[src/rtl/ring_pe_driver.sv]
// ring_pe_driver
// Per-node traffic engine that drives one NIC's processor-side port in the
// 4-node ring. It polls output status, writes routed packets into the NIC
// output buffer, and polls input status to drain and check the input buffer.
//
// Ports:
//   clk        rising-edge clock
//   reset      asynchronous active-low reset
//   start      one-cycle pulse; honoured only in IDLE or DONE
//   polarity   NIC polarity, copied into packet vc bit [0]
//   addr       NIC register select (00 in buf, 01 in status, 10 out buf, 11 out status)
//   d_in       write data to the NIC
//   d_out      read data from the NIC (status in bit [63])
//   nicEn      NIC access enable, one cycle per access
//   nicWrEn    NIC write enable, meaningful only with nicEn
//   sent_count packets written this run
//   recv_count packets read this run
//   err        sticky payload-destination mismatch flag
//   timeout    sticky flag, set when the run is aborted by the cycle limit
//   done       high while in DONE
module ring_pe_driver #(
  parameter int NODE_ID   = 0,
  parameter int NUM_PKTS  = 6,
  parameter int EXPECT_RX = 6,
  parameter int TIMEOUT   = 1000
) (
  input  logic        clk,
  input  logic        reset,
  input  logic        start,
  input  logic        polarity,
  output logic [0:1]  addr,
  output logic [0:63] d_in,
  input  logic [0:63] d_out,
  output logic        nicEn,
  output logic        nicWrEn,
  output logic [15:0] sent_count,
  output logic [15:0] recv_count,
  output logic        err,
  output logic        timeout,
  output logic        done
);

  typedef enum logic [3:0] {
    IDLE, TX_POLL, TX_CHECK, TX_WRITE, RX_POLL, RX_CHECK, RX_READ, RX_DATA, DONE
  } state_t;

  localparam logic [15:0] C_NUM     = 16'(NUM_PKTS);
  localparam logic [15:0] C_EXP     = 16'(EXPECT_RX);
  localparam logic [31:0] C_TO_LAST = 32'(TIMEOUT - 1);
  localparam logic [1:0]  C_NODE    = 2'(NODE_ID);
  localparam logic [15:0] C_NODE16  = 16'(NODE_ID);

  state_t       r_state;
  logic [31:0]  r_cyc;
  logic [1:0]   r_dst_idx;
  logic [0:1]   r_addr;
  logic [0:63]  r_d_in;
  logic         r_nic_en;
  logic         r_nic_wr_en;
  logic [15:0]  r_sent;
  logic [15:0]  r_recv;
  logic         r_err;
  logic         r_timeout;
  logic         r_done;

  state_t       w_state_nxt;
  logic [31:0]  w_cyc_nxt;
  logic [1:0]   w_dst_idx_nxt;
  logic [15:0]  w_sent_nxt;
  logic [15:0]  w_recv_nxt;
  logic         w_err_nxt;
  logic         w_to_nxt;
  logic [0:1]   w_addr_nxt;
  logic [0:63]  w_d_in_nxt;
  logic         w_en_nxt;
  logic         w_wr_nxt;
  logic [1:0]   w_dist;
  logic [1:0]   w_dst;
  logic         w_dir;
  logic [7:0]   w_hop;
  logic [0:63]  w_pkt;
  logic         w_unused_payload;

  // Only the destination field and the status bit of read data matter here.
  assign w_unused_payload = ^d_out[0:47];

  // Ring distance 1..3 to the current destination; distance 2 ties go clockwise.
  assign w_dist = r_dst_idx + 2'd1;
  assign w_dst  = C_NODE + w_dist;
  assign w_dir  = (w_dist == 2'd3);
  assign w_hop  = (w_dist == 2'd2) ? 8'd2 : 8'd1;
  assign w_pkt  = {polarity, w_dir, 6'b000000, w_hop, C_NODE16, r_sent, 14'd0, w_dst};

  // Decide where to go after a TX/RX phase, using counts as they will be after this cycle.
  function automatic state_t f_sched(input logic [15:0] sent, input logic [15:0] recv);
    state_t v_next;
    if (sent == C_NUM && recv == C_EXP) begin
      v_next = DONE;
    end else if (sent < C_NUM) begin
      v_next = TX_POLL;
    end else begin
      v_next = RX_POLL;
    end
    return v_next;
  endfunction

  // Next-state, counter and sticky-flag logic; the cycle limit overrides any transition.
  always_comb begin
    w_state_nxt   = r_state;
    w_cyc_nxt     = r_cyc;
    w_dst_idx_nxt = r_dst_idx;
    w_sent_nxt    = r_sent;
    w_recv_nxt    = r_recv;
    w_err_nxt     = r_err;
    w_to_nxt      = r_timeout;
    if (r_state == IDLE || r_state == DONE) begin
      if (start) begin
        w_state_nxt   = TX_POLL;
        w_cyc_nxt     = 32'd0;
        w_dst_idx_nxt = 2'd0;
        w_sent_nxt    = 16'd0;
        w_recv_nxt    = 16'd0;
        w_err_nxt     = 1'b0;
        w_to_nxt      = 1'b0;
      end else begin
        w_state_nxt = r_state;
      end
    end else if (r_cyc >= C_TO_LAST) begin
      w_to_nxt    = 1'b1;
      w_state_nxt = DONE;
    end else begin
      w_cyc_nxt = r_cyc + 32'd1;
      case (r_state)
        TX_POLL:  w_state_nxt = TX_CHECK;
        TX_CHECK: begin
          if (!d_out[63]) begin
            w_state_nxt = TX_WRITE;
          end else if (r_recv == C_EXP) begin
            w_state_nxt = f_sched(r_sent, r_recv);
          end else begin
            w_state_nxt = RX_POLL;
          end
        end
        TX_WRITE: begin
          w_sent_nxt    = r_sent + 16'd1;
          w_dst_idx_nxt = (r_dst_idx == 2'd2) ? 2'd0 : r_dst_idx + 2'd1;
          if (r_recv == C_EXP) begin
            w_state_nxt = f_sched(r_sent + 16'd1, r_recv);
          end else begin
            w_state_nxt = RX_POLL;
          end
        end
        RX_POLL:  w_state_nxt = RX_CHECK;
        RX_CHECK: begin
          if (d_out[63]) begin
            w_state_nxt = RX_READ;
          end else begin
            w_state_nxt = f_sched(r_sent, r_recv);
          end
        end
        RX_READ:  w_state_nxt = RX_DATA;
        RX_DATA: begin
          w_recv_nxt = r_recv + 16'd1;
          if (d_out[48:63] != C_NODE16) begin
            w_err_nxt = 1'b1;
          end else begin
            w_err_nxt = r_err;
          end
          w_state_nxt = f_sched(r_sent, r_recv + 16'd1);
        end
        default:  w_state_nxt = IDLE;
      endcase
    end
  end

  // NIC drive values for the state being entered, so the port is fully registered.
  always_comb begin
    w_addr_nxt = 2'b00;
    w_d_in_nxt = 64'd0;
    w_en_nxt   = 1'b0;
    w_wr_nxt   = 1'b0;
    case (w_state_nxt)
      TX_POLL: begin
        w_addr_nxt = 2'b11;
        w_en_nxt   = 1'b1;
      end
      TX_WRITE: begin
        w_addr_nxt = 2'b10;
        w_d_in_nxt = w_pkt;
        w_en_nxt   = 1'b1;
        w_wr_nxt   = 1'b1;
      end
      RX_POLL: begin
        w_addr_nxt = 2'b01;
        w_en_nxt   = 1'b1;
      end
      RX_READ: begin
        w_addr_nxt = 2'b00;
        w_en_nxt   = 1'b1;
      end
      default: begin
        w_addr_nxt = 2'b00;
        w_en_nxt   = 1'b0;
      end
    endcase
  end

  // State and output registers.
  always_ff @(posedge clk or negedge reset) begin
    if (!reset) begin
      r_state     <= IDLE;
      r_cyc       <= 32'd0;
      r_dst_idx   <= 2'd0;
      r_addr      <= 2'b00;
      r_d_in      <= 64'd0;
      r_nic_en    <= 1'b0;
      r_nic_wr_en <= 1'b0;
      r_sent      <= 16'd0;
      r_recv      <= 16'd0;
      r_err       <= 1'b0;
      r_timeout   <= 1'b0;
      r_done      <= 1'b0;
    end else begin
      r_state     <= w_state_nxt;
      r_cyc       <= w_cyc_nxt;
      r_dst_idx   <= w_dst_idx_nxt;
      r_addr      <= w_addr_nxt;
      r_d_in      <= w_d_in_nxt;
      r_nic_en    <= w_en_nxt;
      r_nic_wr_en <= w_wr_nxt;
      r_sent      <= w_sent_nxt;
      r_recv      <= w_recv_nxt;
      r_err       <= w_err_nxt;
      r_timeout   <= w_to_nxt;
      r_done      <= (w_state_nxt == DONE);
    end
  end

  assign addr       = r_addr;
  assign d_in       = r_d_in;
  assign nicEn      = r_nic_en;
  assign nicWrEn    = r_nic_wr_en;
  assign sent_count = r_sent;
  assign recv_count = r_recv;
  assign err        = r_err;
  assign timeout    = r_timeout;
  assign done       = r_done;

endmodule

[config.mk]
export PLATFORM = sky130hd
export DESIGN_NAME = ring_pe_driver
export DESIGN_NICKNAME = d
export VERILOG_FILES = /design/src/rtl/ring_pe_driver.sv
export SDC_FILE = /design/constraint.sdc
export NUM_CORES = 1
export LEC_CHECK = 0
export CORE_MARGIN = 1.5
export CORE_UTILIZATION = 48
export DETAILED_ROUTE_END_ITERATION = 8
export GPL_TIMING_DRIVEN = 0
export PLACE_DENSITY_LB_ADDON = 0.1
export SYNTH_ARGS = -nofsm -noshare
export SYNTH_HDL_FRONTEND = slang
export SYNTH_SLANG_ARGS = --single-unit
[constraint.sdc]
create_clock -name clk -period 3.3 [get_ports clk]
set_clock_uncertainty 0.15 [all_clocks]
set_input_delay 0.495 -clock clk [delete_from_list [all_inputs] [get_ports clk]]
set_output_delay 0.495 -clock clk [all_outputs]
set_load 0.02 [all_outputs]
Word-level counts from Yosys, hierarchy flattened. Cells that the tools add are included.

Add/sub/neg operators: 4. Order comparisons: 3. Equal/unequal tests: 22. Multiplexer cells: 40. Reductions and logical operators: 16.

Operator list (number): 2-to-1 mux 16 bit (7); 2-to-1 mux 32 bit (3); equality test 16 x 3 -> 1 bit, second input constant (4); 2-to-1 mux 64 bit (1); 2-to-1 mux 4 bit (10); adder 16 x 1 -> 16 bit, second input constant (2); adder 32 x 1 -> 32 bit, second input constant (1); greater-or-equal comparator 32 x 10 -> 1 bit, second input constant (1); less-than comparator 16 x 3 -> 1 bit, second input constant (2); case mux 4 bit (7 select lines) (1); equality test 4 x 3 -> 1 bit, second input constant (6); nonzero test 16 bit (1); equality test 4 x 2 -> 1 bit, second input constant (3); 2-to-1 mux 2 bit (6); 2-to-1 mux 1 bit (9); equality test 4 x 1 -> 1 bit, second input constant (2); equality test 4 bit, second input constant (2); nonzero test 2 bit (4); equality test 2 bit, second input constant (3); 2-to-1 mux 3 bit (2); case mux 2 bit (3 select lines) (1); AND reduction 3 bit (2); logical NOT 4 bit (1); inequality test 2 bit, second input constant (2); 6 further kinds (9).

Flip-flop bits (word level): 141. Input bits: 68.

Logic depth before layout (Yosys ltp). Gate-level depths: netlist of run 1.

Depth in word-level cells: 11. Depth in mapped cells: 12. Mapped depth without buffers: 11.

Worst setup path before layout of run 1. No wires, ideal clock.

Path type: register -> register. Start point: register r_sent[0], in the netlist sent_count[0]. End point: register r_d_in, in the netlist d_in[36]. Setup time: 0.067 ns. Arrival time: 2.919 ns. Data required time: 3.083 ns. Slack: 0.163 ns. Cell stages (with the launch flop): 13. Period minus slack after synthesis: 3.137 ns. Cell sequence: dfrtp_1 > ha_1 > buf_2 > nand2b_1 > mux2_1 > o32a_1 > nand3b_4 > nand4bb_1 > o221a_1 > or3_4 > clkinv_2 > buf_6 > and3_1.

Longest elaborated chain between the ends: 10. Elaborated cells between the ends (all ways): 22. Those cells by class: 1 x add/sub; 2 x order compare; 3 x eq/ne; 13 x mux; 3 x reduce/logical.

RTL lines: from (decl) (RTL line 60) `logic [15:0] r_sent;`; from (signal assigned) (RTL line 231) `r_sent <= w_sent_nxt;`; adder 16 x 1 -> 16 bit, or another cell as far along (RTL line 148) `w_state_nxt = f_sched(r_sent + 16'd1, r_recv);`; less-than comparator 16 x 3 -> 1 bit, or another cell as far along (RTL line 99) `end else if (sent < C_NUM) begin`; 2-to-1 mux 3 bit, or another cell as far along (RTL line 99); 2-to-1 mux 4 bit (on tied branches) (RTL line 97, 138); 2-to-1 mux 4 bit (on tied branches) (RTL line 147, 136); case mux 4 bit (7 select lines) (*) (RTL line 133) `case (r_state)`; 2-to-1 mux 4 bit (*) (RTL line 128) `end else if (r_cyc >= C_TO_LAST) begin`; 2-to-1 mux 4 bit (*) (RTL line 116) `if (r_state == IDLE || r_state == DONE) begin`; equality test 4 x 2 -> 1 bit (*) (RTL line 182) `case (w_state_nxt)`; 2-to-1 mux 64 bit (*) (RTL line 182); net w_d_in_nxt, one bit (RTL line 74) `logic [0:63] w_d_in_nxt;`; to (signal assigned) (RTL line 228) `r_d_in <= w_d_in_nxt;`; to (decl) (RTL line 57) `logic [0:63] r_d_in;`.

The timed path passes the listed nets; every way through them passes the cells marked *. A chain may end at the register's enable or synchronous reset.

Final worst setup path of run 1.
Start point: register r_sent[1], in the netlist sent_count[1]. End point: register r_d_in, in the netlist d_in[45].

The elaborated chain is that of the path after synthesis.

==> metrics.cfg, run 1 <==
[timing]
hold_viol=0
slew_headroom_pct=51.61
rsz0062_at_grt=true
setup_viol=0
fmax_ghz=0.3060
period_needed_ns=3.268
hold_slack_ns=0.3413
slew_viol_final=0
tightest_slew_ns=0.7258
final.setup.worst_slack_ns=0.03204
setup_tns_ns=0
finalCritPeriodShare_pct=99.03

[clock_network]
cts_tree=built
cts_root_buf=clkbuf_16
cts.sinks=99
clkTransAtPathRegs_ns=0.07
cts-buffers-inserted=9
clk-insertion-delay-late_ns=0.35
h-tree-depth=3
clockBufferDepth=2

[placement]
gp_congestion=0.8727
numPlacedInstances=897
io_buffers=80
postPlaceCellArea_sq_um=6819
place_ws_ns=-0.2455
place.detailed.hpwl_mm=9.940

[power]
p_switching_mw=1.069
p_total_mw=3.239
seqPwrFrac_pct=39.8
power_leakage_nw=3.335
p_sw_share_pct=33.00
intPower_mw=2.170
pwr-share-clk_pct=32.9
power_density_nw_per_um2=440.5
irDropWorstVdd_mv=0.3095
comb_power_share_pct=27.3

[synthesis]
yosysTopAreaCell=dfrtp_1
synth_top_family_by_area=simple AND/OR/NAND/NOR gates
synth_edf_count=0
synth_compound_area_share_pct=13.99
synth_area_leaders=dfrtp_1, buf_4, o21ai_0, nor2_1, and3_1
yosysMostFrequentCell=dfrtp_1
synth_top_area_share_pct=43.77
synthMuxAreaShare_pct=0.9063
ys_async_sr_fraction_pct=100.0
avgSynthCellArea_sq_um=8.956
ys_top_cells_by_count=dfrtp_1, nor2_1, nand2_1
netlist_instances=632
synth_cell_types=69
synth-simple-area-share_pct=26.39
ys_seq_area_share_pct=43.77
synth-seq-cells=99
synth_xor_area_share_pct=2.476
syn_area_sq_um=5660
synthFlopType=dfrtp_1
ys_warn_count=0
synthAdderAreaFrac_pct=2.431

[layout]
antennaDiodeCount=0
area_delta_synth_final_pct=29.91
stdcell_count=919
nets=850
fin_area_sq_um=7353
nFillCells=973
drive_above_1_share_pct=15.21
final_util_pct=64.12

[setup_path]
path_delay_family=simple AND/OR/NAND/NOR gates
critPathMaxStageDelay_ns=0.43
critPathCaptureType=flip-flop
critical_path_class=reg -> reg
worst-path-buf-inv=3
slowest_stage=or3_4
path_max_fanout=8
worstPathRequired_ns=3.44
start_kind=flip-flop
crit_arrival_ns=3.41
cp_cell_sequence=ha_2, buf_6, nand2b_4, mux2_4, o32a_1, nand3b_4, nand4bb_4, o221a_4, or3_4, inv_6, buf_8, and3_4

[floorplan]
rows=39
core_area_sq_um=11470
initial_core_util_pct=49.36
die-area_sq_um=12450
die_x_um=111.6
die-height_um=111.6
ios=171

[route]
totalWireLength_mm=14.22
vias=5145
firstDrtPassIters=5
drc=0
wl_per_cell_um=15.47
drt-initial-drc-count=421
vias_per_cell=5.598
antenna_left=0

[outcome]
status=finished, final reports clean

[grt]
grt_pass1_vias=4790
grt_pass1_wl_mm=23.13
grt_max_degree=64
antenna_found_initial=0
grtUsageTotal_pct=22.57
gr-total-overflow=0

[worst_hold_path]
hold_path.class=reg -> reg

[run]
drv_cap=0

[layer usage]
metal,vias to the layer above,track usage [%],wire length (um)
met1,2452,30.08,6287
met5,-,0,0
met4,0,9.114,260
met3,19,2.504,785
li1,2465,-,-
met2,209,37.83,6884
[cell usage in the layout, fill, tap and decap left out, types with 3 or more instances in the layout]
| master | instances |
|---|---|
| nand2_1 | 56 |
| mux2i_1 | 4 |
| nor3_1 | 12 |
| conb_1 | 42 |
| clkbuf_16 | 10 |
| and4_1 | 5 |
| and2_1 | 9 |
| clkdlybuf4s50_1 | 79 |
| buf_4 | 52 |
| o21ai_0 | 47 |
| xor2_1 | 8 |
| nor4_1 | 21 |
| nand3_1 | 22 |
| nand4_1 | 18 |
| buf_6 | 4 |
| nand3_2 | 3 |
| nand2b_1 | 6 |
| dfrtp_1 | 98 |
| and3_1 | 33 |
| a31oi_1 | 12 |
| clkbuf_1 | 23 |
| and3_4 | 3 |
| or3_1 | 4 |
| o31ai_1 | 11 |
| or2_2 | 3 |
| ha_1 | 9 |
| clkbuf_2 | 5 |
| a21oi_1 | 21 |
| inv_1 | 11 |
| o41ai_1 | 4 |
| xnor2_1 | 8 |
| nor2_1 | 61 |
| nor4_2 | 3 |
| nor3_2 | 3 |
[cells by family (layout without fill, tap and decap cells)]
family | count (synthesis) | count (layout)
other | 1 | 42
xor gates and xnor gates | 16 | 16
and+or+nand+nor | 281 | 281
muxes | 5 | 5
DFF | 99 | 99
buffers and inverters | 95 | 198
AOI/OAI and AO/OA | 124 | 124
adders and majority gates | 11 | 11
[path summary, 6_finish.rpt]
| check | startpoint | end | slack [ns] | cells past startpoint |
|---|---|---|---|---|
| max reg2reg | sent_count[1]$_DFFE_PN0P_ | d_in[45]$_DFF_PN0_ | 0.03 | 12 |
| max | sent_count[1]$_DFFE_PN0P_ | d_in[45]$_DFF_PN0_ | 0.03 | 12 |
| min reg2reg | r_cyc[31]$_DFFE_PN0P_ | r_cyc[31]$_DFFE_PN0P_ | 0.34 | 1 |
| min | r_cyc[31]$_DFFE_PN0P_ | r_cyc[31]$_DFFE_PN0P_ | 0.34 | 1 |
| min in group asynchronous | reset | d_in[43]$_DFF_PN0_ | 0.51 | 2 |
| max in group asynchronous | reset | r_cyc[19]$_DFFE_PN0P_ | 1.82 | 3 |
[registers in the layout (all words and copies together), names as in the netlist]
| register | flops |
|---|---|
| d_in | 22 |
| addr | 2 |
| r_dst_idx | 2 |
| done | 1 |
| recv_count | 16 |
| sent_count | 16 |
| err | 1 |
| nicWrEn | 1 |
| timeout | 1 |
| r_cyc | 32 |
| r_state | 4 |
| nicEn | 1 |
[worst register-to-register path: stages (launching register included)]
cell       delay [ns]
dfrtp_1          0.42
ha_2             0.20
buf_6            0.13
nand2b_4         0.14
mux2_4           0.26
o32a_1           0.39
nand3b_4         0.18
nand4bb_4        0.22
o221a_4          0.27
or3_4            0.43
inv_6            0.11
buf_8            0.12
and3_4           0.17
[power groups by stage]
stage	Sequential, mW	Clock (mW)	Combinational (mW)
detailed placement	1.31	0	0.783
CTS	1.29	1.08	0.793
floorplan	1.33	0	0.492
global route	1.29	1.13	0.962
global placement	1.31	0	0.766
finish	1.29	1.07	0.885
[layout make-up]
class	instances	area [sq um]	share of cell area (%)
Multi-Input combinational cell	479	2902	39.46
Sequential cell	99	2479	33.71
Timing Repair Buffer	90	925.9	12.59
Buffer	80	523.0	7.112
Clock buffer	11	232.7	3.165
Tap cell	143	178.9	2.433
Clock inverter	5	62.56	0.8508
Inverter	12	50.05	0.6806
[repair_timing]
item | in CTS | in global routing
buffers inserted | 3 | 3
endpoints found under the setup margin | 31 | 31
hold buffers | 1 | 0
pin swaps | 1 | 5
gates cloned | 0 | 2
gates resized for setup | 7 | 32
hold endpoints to repair | 36 | 0
No activity file was read; power rests on OpenSTA's default activity.
==> run 2: changes to the inputs <==
==> constraint.sdc (replaced) <==
create_clock -name clk -period 3.3 [get_ports clk]
set_clock_uncertainty 0.15 [all_clocks]
set_input_delay 0.66 -clock clk [delete_from_list [all_inputs] [get_ports clk]]
set_output_delay 0.66 -clock clk [all_outputs]
set_load 0.02 [all_outputs]
==> metrics.cfg, run 2 (synthesis results as in run 1) <==
[power]
irDropWorstVdd_mv=0.3078  ; was 0.3095 mV
power_leakage_nw=3.331  ; was 3.335 nW
p_total_mw=3.236  ; was 3.239 mW
power_density_nw_per_um2=440.6  ; was 440.5 nW/um^2

[setup_path]
start_kind=flip-flop  ; unchanged
reg2reg_depth=12  ; unchanged
critPathMaxStageDelay_ns=0.43  ; about the same
slowest_stage=or3_4  ; unchanged
r2r_start=sent_count[1]$_DFFE_PN0P_  ; unchanged
r2r-end=d_in[45]$_DFF_PN0_  ; unchanged
critPathCaptureType=flip-flop  ; unchanged
critical_path_class=reg -> reg  ; unchanged
crit_arrival_ns=3.40  ; was 3.41 ns
cp_cell_sequence=ha_2, buf_6, nand2b_4, mux2_4, o32a_1, nand3b_4, nand4bb_4, o221a_4, or3_4, inv_6, buf_8, and3_4  ; unchanged
worstPathRequired_ns=3.44  ; about the same
ff2ff_setup_slack_ns=0.04  ; was 0.03 ns
path_max_fanout=8  ; unchanged

[layout]
antennaDiodeCount=0  ; unchanged
regMostFlops=r_cyc  ; unchanged
largest_reg_flops=32  ; unchanged
mostFrequentLayoutCells=dfrtp_1, clkdlybuf4s50_1, nor2_1, nand2_1, buf_4  ; unchanged
multi_input_area_sq_um=2902  ; unchanged
final_common_cell=dfrtp_1  ; unchanged
fin_area_sq_um=7343  ; was 7353 sq um
drive_above_1_share_pct=15.23  ; was 15.21%
area_delta_synth_final_pct=29.73  ; was 29.91%
nFillCells=974  ; was 973
final_util_pct=64.04  ; was 64.12%
nets=849  ; was 850
regArea_sq_um=2479  ; unchanged

[timing]
tightest_slew_ns=0.7206  ; was 0.7258 ns
hold_viol=0  ; unchanged
period_needed_ns=3.262  ; was 3.268 ns
slew_viol_final=0  ; unchanged
fmax_ghz=0.3066  ; was 0.3060 GHz
final.setup.worst_slack_ns=0.03828  ; was 0.03204 ns
hold_slack_ns=0.1341  ; was 0.3413 ns
slew_headroom_pct=51.96  ; was 51.61%
rsz0062_at_grt=true  ; unchanged
setup_viol=0  ; unchanged
finalCritPeriodShare_pct=98.84  ; was 99.03%

[floorplan]
core_area_sq_um=11470  ; unchanged
die-area_sq_um=12450  ; unchanged
rows=39  ; unchanged
initial_core_util_pct=49.36  ; unchanged
ios=171  ; unchanged
die_x_um=111.6  ; unchanged
die-height_um=111.6  ; unchanged

[worst_hold_path]
hold_path.class=in -> async  ; was reg -> reg

[clock_network]
clockBufferDepth=2  ; unchanged
cts_tree=built  ; unchanged
hold_buffers=0  ; was 1
h-tree-depth=3  ; unchanged
clk-insertion-delay-late_ns=0.35  ; about the same
cts-buffers-inserted=9  ; unchanged
cts_root_buf=clkbuf_16  ; unchanged
cts.sinks=99  ; unchanged
clkTransAtPathRegs_ns=0.07  ; about the same

[placement]
io_buffers=80  ; unchanged
postPlaceCellArea_sq_um=6819  ; unchanged
place.detailed.hpwl_mm=9.940  ; unchanged
gp_congestion=0.8727  ; unchanged
place_ws_ns=-0.4105  ; was -0.2455 ns

[route]
wl_per_cell_um=15.50  ; was 15.47 um
vias_per_cell=5.582  ; was 5.598
antenna_left=0  ; unchanged
vias=5124  ; was 5145
drt-initial-drc-count=401  ; was 421
drc=0  ; unchanged
totalWireLength_mm=14.23  ; was 14.22 mm
firstDrtPassIters=7  ; was 5

[grt]
grt_pass1_wl_mm=23.13  ; unchanged
gr-total-overflow=0  ; unchanged
grtUsageTotal_pct=22.57  ; unchanged
grt_max_degree=64  ; unchanged
antenna_found_initial=0  ; unchanged
grt_pass1_vias=4790  ; unchanged

[run]
drv_cap=0  ; unchanged

[outcome]
status=finished, final reports clean  ; unchanged

run 2: cell count changes in the layout (fill, tap and decap cells not counted):
| cell | previous run | this run |
|---|---|---|
| dlygate4sd3_1 | 1 | 0 |
run 2: worst max-delay path by stage:
stage | startpoint | to | slack [ns] | cells after the start
after floorplan | sent_count[0]$_DFFE_PN0P_ | d_in[36]$_DFF_PN0_ | 0.16 | 12
after global placement | reset | r_cyc[15]$_DFFE_PN0P_ | -2.26 | 1
after detailed placement | start | r_cyc[17]$_DFFE_PN0P_ | -0.41 | 9
after CTS | recv_count[0]$_DFFE_PN0P_ | d_in[44]$_DFF_PN0_ | 0.01 | 11
after global routing | sent_count[1]$_DFFE_PN0P_ | d_in[45]$_DFF_PN0_ | -0.04 | 12
final | sent_count[1]$_DFFE_PN0P_ | d_in[45]$_DFF_PN0_ | 0.04 | 12
run 2: worst max-delay path: cells and delay by family (launching register included):
family          cells  cell delay, ns
buf+inv             3            0.37
simple gates        5            1.14
fa+ha+maj           1            0.20
mux                 1            0.26
compound gates      2            0.66
flops               1            0.42
run 2: through the flow:
step | cells | TNS [ns]
floorplan | 673 | 0
global placement | 896 | -229.86
detailed placement | 897 | -8.162
CTS | 915 | 0
global route | 918 | -0.3774
finish | 918 | 0
run 2: layer usage:
layer	track usage [%]	vias to the layer above	wire length [um]
met1	30.08	2447	6222
li1	-	2460	-
met5	0	-	0
met3	2.504	22	796
met2	37.83	195	6921
met4	9.114	0	285
run 2: what timing repair did:
action / in CTS / in global routing
buffers inserted: 3 / 3
gates cloned: 0 / 2
pin swaps: 1 / 5
resized for setup: 7 / 32
endpoints found under the setup margin: 31 / 31
run 2: power by group:
part,leakage (nW),internal [mW],switching [mW]
combinational,1.81,0.314,0.568
sequential,1.38,1.26,0.0271
clock,0.142,0.594,0.471
run 2: area by class of cell:
| class | count | share of cell area, % |
|---|---|---|
| Buffer | 80 | 7.122 |
| Tap cell | 143 | 2.437 |
| Timing Repair Buffer | 89 | 12.47 |
| Sequential cell | 99 | 33.75 |
| Clock inverter | 5 | 0.8519 |
| Multi-Input combinational cell | 479 | 39.51 |
| Clock buffer | 11 | 3.169 |
| Inverter | 12 | 0.6815 |
==> run 3: changes to the inputs <==
--- a/config.mk
+++ b/config.mk
@@ -5,6 +5,7 @@
 export SDC_FILE = /design/constraint.sdc
 export NUM_CORES = 1
 export LEC_CHECK = 0
+export CORE_ASPECT_RATIO = 1.1
 export CORE_MARGIN = 1.5
 export CORE_UTILIZATION = 48
 export DETAILED_ROUTE_END_ITERATION = 8
==> metrics.cfg, run 3 (synthesis results as in run 1) <==
[timing]
rsz0062_at_grt=true  ; unchanged
finalCritPeriodShare_pct=99.16  ; was 98.84%
setup_tns_ns=0  ; unchanged
period_needed_ns=3.272  ; was 3.262 ns
hold_viol=0  ; unchanged
final.setup.worst_slack_ns=0.02775  ; was 0.03828 ns
setup_viol=0  ; unchanged
slew_headroom_pct=50.85  ; was 51.96%
slew_viol_final=0  ; unchanged
tightest_slew_ns=0.7373  ; was 0.7206 ns
fmax_ghz=0.3056  ; was 0.3066 GHz

[run]
drv_cap=0  ; unchanged

[route]
drc=0  ; unchanged
vias=5125  ; was 5124
totalWireLength_mm=14.34  ; was 14.23 mm
antenna_left=0  ; unchanged
vias_per_cell=5.517  ; was 5.582
wl_per_cell_um=15.44  ; was 15.50 um
drt-initial-drc-count=305  ; was 401
firstDrtPassIters=5  ; was 7

[floorplan]
die_x_um=106.5  ; was 111.6 um
rows=41  ; was 39
ios=171  ; unchanged
core_area_sq_um=11490  ; was 11470 sq um
initial_core_util_pct=49.26  ; was 49.36%
die-area_sq_um=12450  ; about the same
die-height_um=116.9  ; was 111.6 um

[clock_network]
cts-buffers-inserted=9  ; unchanged
cts_root_buf=clkbuf_16  ; unchanged
clockBufferDepth=2  ; unchanged
cts_tree=built  ; unchanged
clkTransAtPathRegs_ns=0.07  ; about the same
h-tree-depth=3  ; unchanged
clk-insertion-delay-late_ns=0.35  ; about the same
cts.sinks=99  ; unchanged

[grt]
antenna_found_initial=0  ; unchanged
grt_pass1_wl_mm=23.17  ; was 23.13 mm
grt_max_degree=53  ; was 64
grtUsageTotal_pct=23.32  ; was 22.57%
gr-total-overflow=0  ; unchanged
grt_pass1_vias=4843  ; was 4790

[layout]
stdcell_count=929  ; was 918
antennaDiodeCount=0  ; unchanged
final_common_cell=dfrtp_1  ; unchanged
drive_above_1_share_pct=16.17  ; was 15.23%
area_delta_synth_final_pct=30.70  ; was 29.73%
largest_reg_flops=32  ; unchanged
regArea_sq_um=2484  ; was 2479 sq um
fin_area_sq_um=7398  ; was 7343 sq um
nets=853  ; was 849
regMostFlops=r_cyc  ; unchanged
nFillCells=983  ; was 974
multi_input_area_sq_um=2905  ; was 2902 sq um
mostFrequentLayoutCells=dfrtp_1, clkdlybuf4s50_1, nor2_1, buf_4, nand2_1  ; was dfrtp_1, clkdlybuf4s50_1, nor2_1, nand2_1, buf_4

[outcome]
status=finished, final reports clean  ; unchanged

[setup_path]
critPathCaptureType=flip-flop  ; unchanged
cp_cell_sequence=ha_4, buf_6, nand2b_4, mux2_4, o32a_1, nand3b_4, nand4bb_1, o221a_1, or3_4, inv_6, clkbuf_16, and3_1  ; was ha_2, buf_6, nand2b_4, mux2_4, o32a_1, nand3b_4, nand4bb_4, o221a_4, or3_4, inv_6, buf_8, and3_4
crit_arrival_ns=3.40  ; about the same
path_max_fanout=8  ; unchanged
critical_path_class=reg -> reg  ; unchanged
path_delay_family=simple AND/OR/NAND/NOR gates  ; unchanged
worst-path-buf-inv=3  ; unchanged
start_kind=flip-flop  ; unchanged
slowest_stage=dfrtp_2  ; was or3_4
worstPathRequired_ns=3.43  ; was 3.44 ns
critPathMaxStageDelay_ns=0.45  ; was 0.43 ns

[placement]
numPlacedInstances=904  ; was 897
postPlaceCellArea_sq_um=6828  ; was 6819 sq um
io_buffers=80  ; unchanged
place.detailed.hpwl_mm=10.06  ; was 9.940 mm
gp_congestion=0.9175  ; was 0.8727
place_ws_ns=-0.3258  ; was -0.4105 ns

[power]
p_total_mw=3.222  ; was 3.236 mW
power_leakage_nw=3.369  ; was 3.331 nW
power_density_nw_per_um2=435.5  ; was 440.6 nW/um^2
irDropWorstVdd_mv=0.2861  ; was 0.3078 mV

[worst_hold_path]
hold_path.class=in -> async  ; unchanged

[run 3: cell types whose count changed in the layout (fill, tap and decap cells not counted), sizes merged]
| cell | before | now |
|---|---|---|
| buf | 62 | 67 |
| clkbuf | 39 | 37 |
| inv | 13 | 14 |
[run 3: path summary, 6_finish.rpt]
kind / from / endpoint / slack [ns] / depth (start not counted)
setup / recovery: sent_count[1]$_DFFE_PN0P_ / d_in[44]$_DFF_PN0_ / 0.03 / 12
hold / removal: reset / d_in[47]$_DFF_PN0_ / 0.16 / 1
setup reg to reg: sent_count[1]$_DFFE_PN0P_ / d_in[44]$_DFF_PN0_ / 0.03 / 12
hold reg to reg: r_cyc[31]$_DFFE_PN0P_ / r_cyc[31]$_DFFE_PN0P_ / 0.34 / 1
max in group asynchronous: reset / r_cyc[2]$_DFFE_PN0P_ / 2.17 / 2
min in group clk: r_cyc[31]$_DFFE_PN0P_ / r_cyc[31]$_DFFE_PN0P_ / 0.34 / 1
[run 3: what timing repair did]
action,in CTS,in global routing
buffers inserted,3,8
endpoints found under the setup margin,37,53
pin swaps,1,6
hold buffers,0,0
cloned,0,1
gates resized for setup,6,38
[run 3: per-stage QoR]
stage	util (%)	hold WS [ns]
after floorplan	-	0.2144
after global placement	59.20	0.3215
after detailed placement	59.42	0.3265
after CTS	62.38	0.1849
after global routing	64.38	0.2265
final	64.38	0.1643
[run 3: layout make-up]
| type | count | share of cell area [%] |
|---|---|---|
| repair buffers | 93 | 12.79 |
| flip-flops and latches | 99 | 33.57 |
| clock inverters | 6 | 0.9978 |
| well taps | 150 | 2.537 |
| clock buffers | 10 | 3.095 |
| multi-input cells | 479 | 39.27 |
| inverters | 12 | 0.6765 |
| plain buffers | 80 | 7.069 |
[run 3: per-layer routing]
layer  track usage, %  wire length [um]
met1            28.63              5876
met2            40.56              7233
met3            4.264               823
met4            10.13               408
met5                0                 0
[run 3: report_power, final]
part	leakage [nW]	internal, mW	switching (mW)	total (mW)
logic	1.85	0.300	0.563	0.864
clock network	0.146	0.599	0.472	1.07
registers	1.37	1.26	0.0270	1.29
==> edit (flow settings as in run 1) <==
Register the inputs `start`, `polarity` and `d_out` before use. The logic sees them one clock later. Comments in the files are not updated.
--- a/src/rtl/ring_pe_driver.sv
+++ b/src/rtl/ring_pe_driver.sv
@@ -51,4 +51,14 @@
   localparam logic [15:0] C_NODE16  = 16'(NODE_ID);
 
+  logic start_q;
+  logic polarity_q;
+  logic [0:63] d_out_q;
+
+  always_ff @(posedge clk) begin
+    start_q    <= start;
+    polarity_q <= polarity;
+    d_out_q    <= d_out;
+  end
+
   state_t       r_state;
   logic [31:0]  r_cyc;
@@ -83,5 +93,5 @@
 
   // Only the destination field and the status bit of read data matter here.
-  assign w_unused_payload = ^d_out[0:47];
+  assign w_unused_payload = ^d_out_q[0:47];
 
   // Ring distance 1..3 to the current destination; distance 2 ties go clockwise.
@@ -90,5 +100,5 @@
   assign w_dir  = (w_dist == 2'd3);
   assign w_hop  = (w_dist == 2'd2) ? 8'd2 : 8'd1;
-  assign w_pkt  = {polarity, w_dir, 6'b000000, w_hop, C_NODE16, r_sent, 14'd0, w_dst};
+  assign w_pkt  = {polarity_q, w_dir, 6'b000000, w_hop, C_NODE16, r_sent, 14'd0, w_dst};
 
   // Decide where to go after a TX/RX phase, using counts as they will be after this cycle.
@@ -115,5 +125,5 @@
     w_to_nxt      = r_timeout;
     if (r_state == IDLE || r_state == DONE) begin
-      if (start) begin
+      if (start_q) begin
         w_state_nxt   = TX_POLL;
         w_cyc_nxt     = 32'd0;
@@ -134,5 +144,5 @@
         TX_POLL:  w_state_nxt = TX_CHECK;
         TX_CHECK: begin
-          if (!d_out[63]) begin
+          if (!d_out_q[63]) begin
             w_state_nxt = TX_WRITE;
           end else if (r_recv == C_EXP) begin
@@ -153,5 +163,5 @@
         RX_POLL:  w_state_nxt = RX_CHECK;
         RX_CHECK: begin
-          if (d_out[63]) begin
+          if (d_out_q[63]) begin
             w_state_nxt = RX_READ;
           end else begin
@@ -162,5 +172,5 @@
         RX_DATA: begin
           w_recv_nxt = r_recv + 16'd1;
-          if (d_out[48:63] != C_NODE16) begin
+          if (d_out_q[48:63] != C_NODE16) begin
             w_err_nxt = 1'b1;
           end else begin
Function: changed (Yosys sat finds a counterexample within 4 cycles, from zero or initial values and one cycle with reset low).
==> edit against run 1 <==
Area after synthesis rose by 6.5%; wire length grew 1.9%; total power rose by 29%; largest power group is now the clock network; first-iteration DRC count decreased by 1.9%; sequential power up 18%; sequential cell count grew 18; setup slack gained 0.086 ns; design area is 7.6% higher.
==> edit: results <==
export IMPL_ys_seq_area_share_pct=47.1
export IMPL_path_clk_slew_ns=0.06
export IMPL_regMostFlops="r_cyc"
export IMPL_reg2reg_depth=10
export IMPL_nFillCells=1024
export IMPL_clk_latency_ns=0.42
export IMPL_worstMarginPinSlew_ns=0.978
export IMPL_grt_max_degree=67
export IMPL_cts_buffers_inserted=17
export IMPL_grt_pass1_vias=4804
export IMPL_async_flop_share_pct=84.6
export IMPL_htreeDepth=4
export IMPL_synth_area_leaders="dfrtp_1 41%, dfxtp_1 6.0%, buf_4 5.6%"
export IMPL_grt_pass1_wl_mm=23.6
export IMPL_ys_warn_count=0
export IMPL_diodes=0
export IMPL_largest_reg_flops=32
export IMPL_vias=5201
export IMPL_ir_worst_vdd_v=0.000343
export IMPL_status="finished, final reports clean"
export IMPL_dp_cells=925
export IMPL_portBuffers=80
export IMPL_leakagePower_uw=0.00355
export IMPL_drive_gt1_share_pct=16.1
export IMPL_maxSlewViolCount=0
export IMPL_cp_arrival_ns=3.34
export IMPL_ys_flop_type="dfrtp_1"
export IMPL_hp_class="register to register"
export IMPL_synth_common_cells="99 x dfrtp_1, 61 x nor2_1, 45 x buf_4, 40 x and3_1, 39 x nand2_1"
export IMPL_place_congestion=0.888
export IMPL_avgSynthCellArea_sq_um=9.49
export IMPL_fin_nets=860
export IMPL_viasPerCell=5.41
export IMPL_dp_hpwl_mm=10.1
export IMPL_first_pass_iters=5
export IMPL_cp_max_fo=10
export IMPL_cts_root_buf="clkbuf_16"
export IMPL_clock_path_buffers=2
export IMPL_hold_depth=1
export IMPL_drtIter0Drc=413
export IMPL_synthDistinctLibCells=59
export IMPL_grt_usage_pct=22.8
export IMPL_totalWireLength_mm=14.5
export IMPL_antenna_found_initial=0
==> edit: worst max-delay path, cell delays in order (launching register included) <==
cell      delay [ns]
dfrtp_2         0.47
ha_4            0.21
nand4_1         0.17
nor4_2          0.39
mux2i_1         0.28
nor4_2          0.11
or3b_4          0.39
a311oi_4        0.42
nor2_4          0.09
buf_4           0.18
and3_1          0.19
==> edit: path summary, 6_finish.rpt <==
path / end / slack, ns / start
min in group asynchronous: sent_count[8]$_DFFE_PN0P_ / 0.43 / reset
max reg2reg: d_in[45]$_DFF_PN0_ / 0.12 / recv_count[0]$_DFFE_PN0P_
min: d_in[0]$_DFF_PN0_ / 0.33 / polarity_q$_DFF_P_
max: d_in[45]$_DFF_PN0_ / 0.12 / recv_count[0]$_DFFE_PN0P_
min reg2reg: d_in[0]$_DFF_PN0_ / 0.33 / polarity_q$_DFF_P_
max in group asynchronous: recv_count[1]$_DFFE_PN0P_ / 1.87 / reset
==> edit: timing repair <==
action                     CTS  global route
resized for setup            5             6
hold endpoints to repair    33             0
setup endpoints to repair   30            59
hold buffers                 1             0
setup buffers                1             3
pin swaps                    1             3
==> edit: area by class of cell <==
cell class / count / share of cell area, %
well taps: 168 / 2.66
plain buffers: 81 / 6.23
multi-input cells: 468 / 36.0
inverters: 10 / 0.474
repair buffers: 86 / 10.9
clock buffers: 18 / 5.55
clock inverters: 14 / 2.21
flip-flops and latches: 117 / 35.9
==> edit: per-stage QoR <==
stage          power (uW)  instance area (sq um)  worst slack, ns  utilization, %  TNS, ns
2_1_floorplan        2020                   6180            0.232               -        0
3_3_place_gp         2250                   7190            -2.07            59.4  -208.08
3_5_place_dp         2260                   7220           -0.307            59.6    -3.01
4_1_cts              4170                   7860          0.00649            64.9        0
5_1_grt              4340                   7910          -0.0566            65.3   -0.763
6_report             4170                   7910            0.118            65.3        0
==> edit: power breakdown <==
| group | switching (uW) | internal [uW] |
|---|---|---|
| combinational | 489 | 262 |
| clock | 690 | 1210 |
| sequential | 28.6 | 1490 |
| total | 1210 | 2970 |
==> edit: cell families (layout without fill, tap and decap cells) <==
logic type,Yosys count,in the layout,share of synthesized area (%)
AND/OR/NAND/NOR,263,263,24.4
AO/OA/AOI/OAI,126,126,13.2
flip-flops,117,117,47.1
buffers and inverters,91,209,8.80
multiplexers,15,15,2.53
adder cells (fa/ha/maj),11,11,2.28
XOR/XNOR,11,11,1.60
other,1,42,0.0622
==> edit: layer usage <==
layer  vias to the layer above  GRT usage (%)  wire [microns]
met3                        29           6.06             861
met2                       188           34.8            6750
met1                      2466           30.7            6560
li1                       2518              -               -
met4                         0           9.88             310
met5                         -              0               0
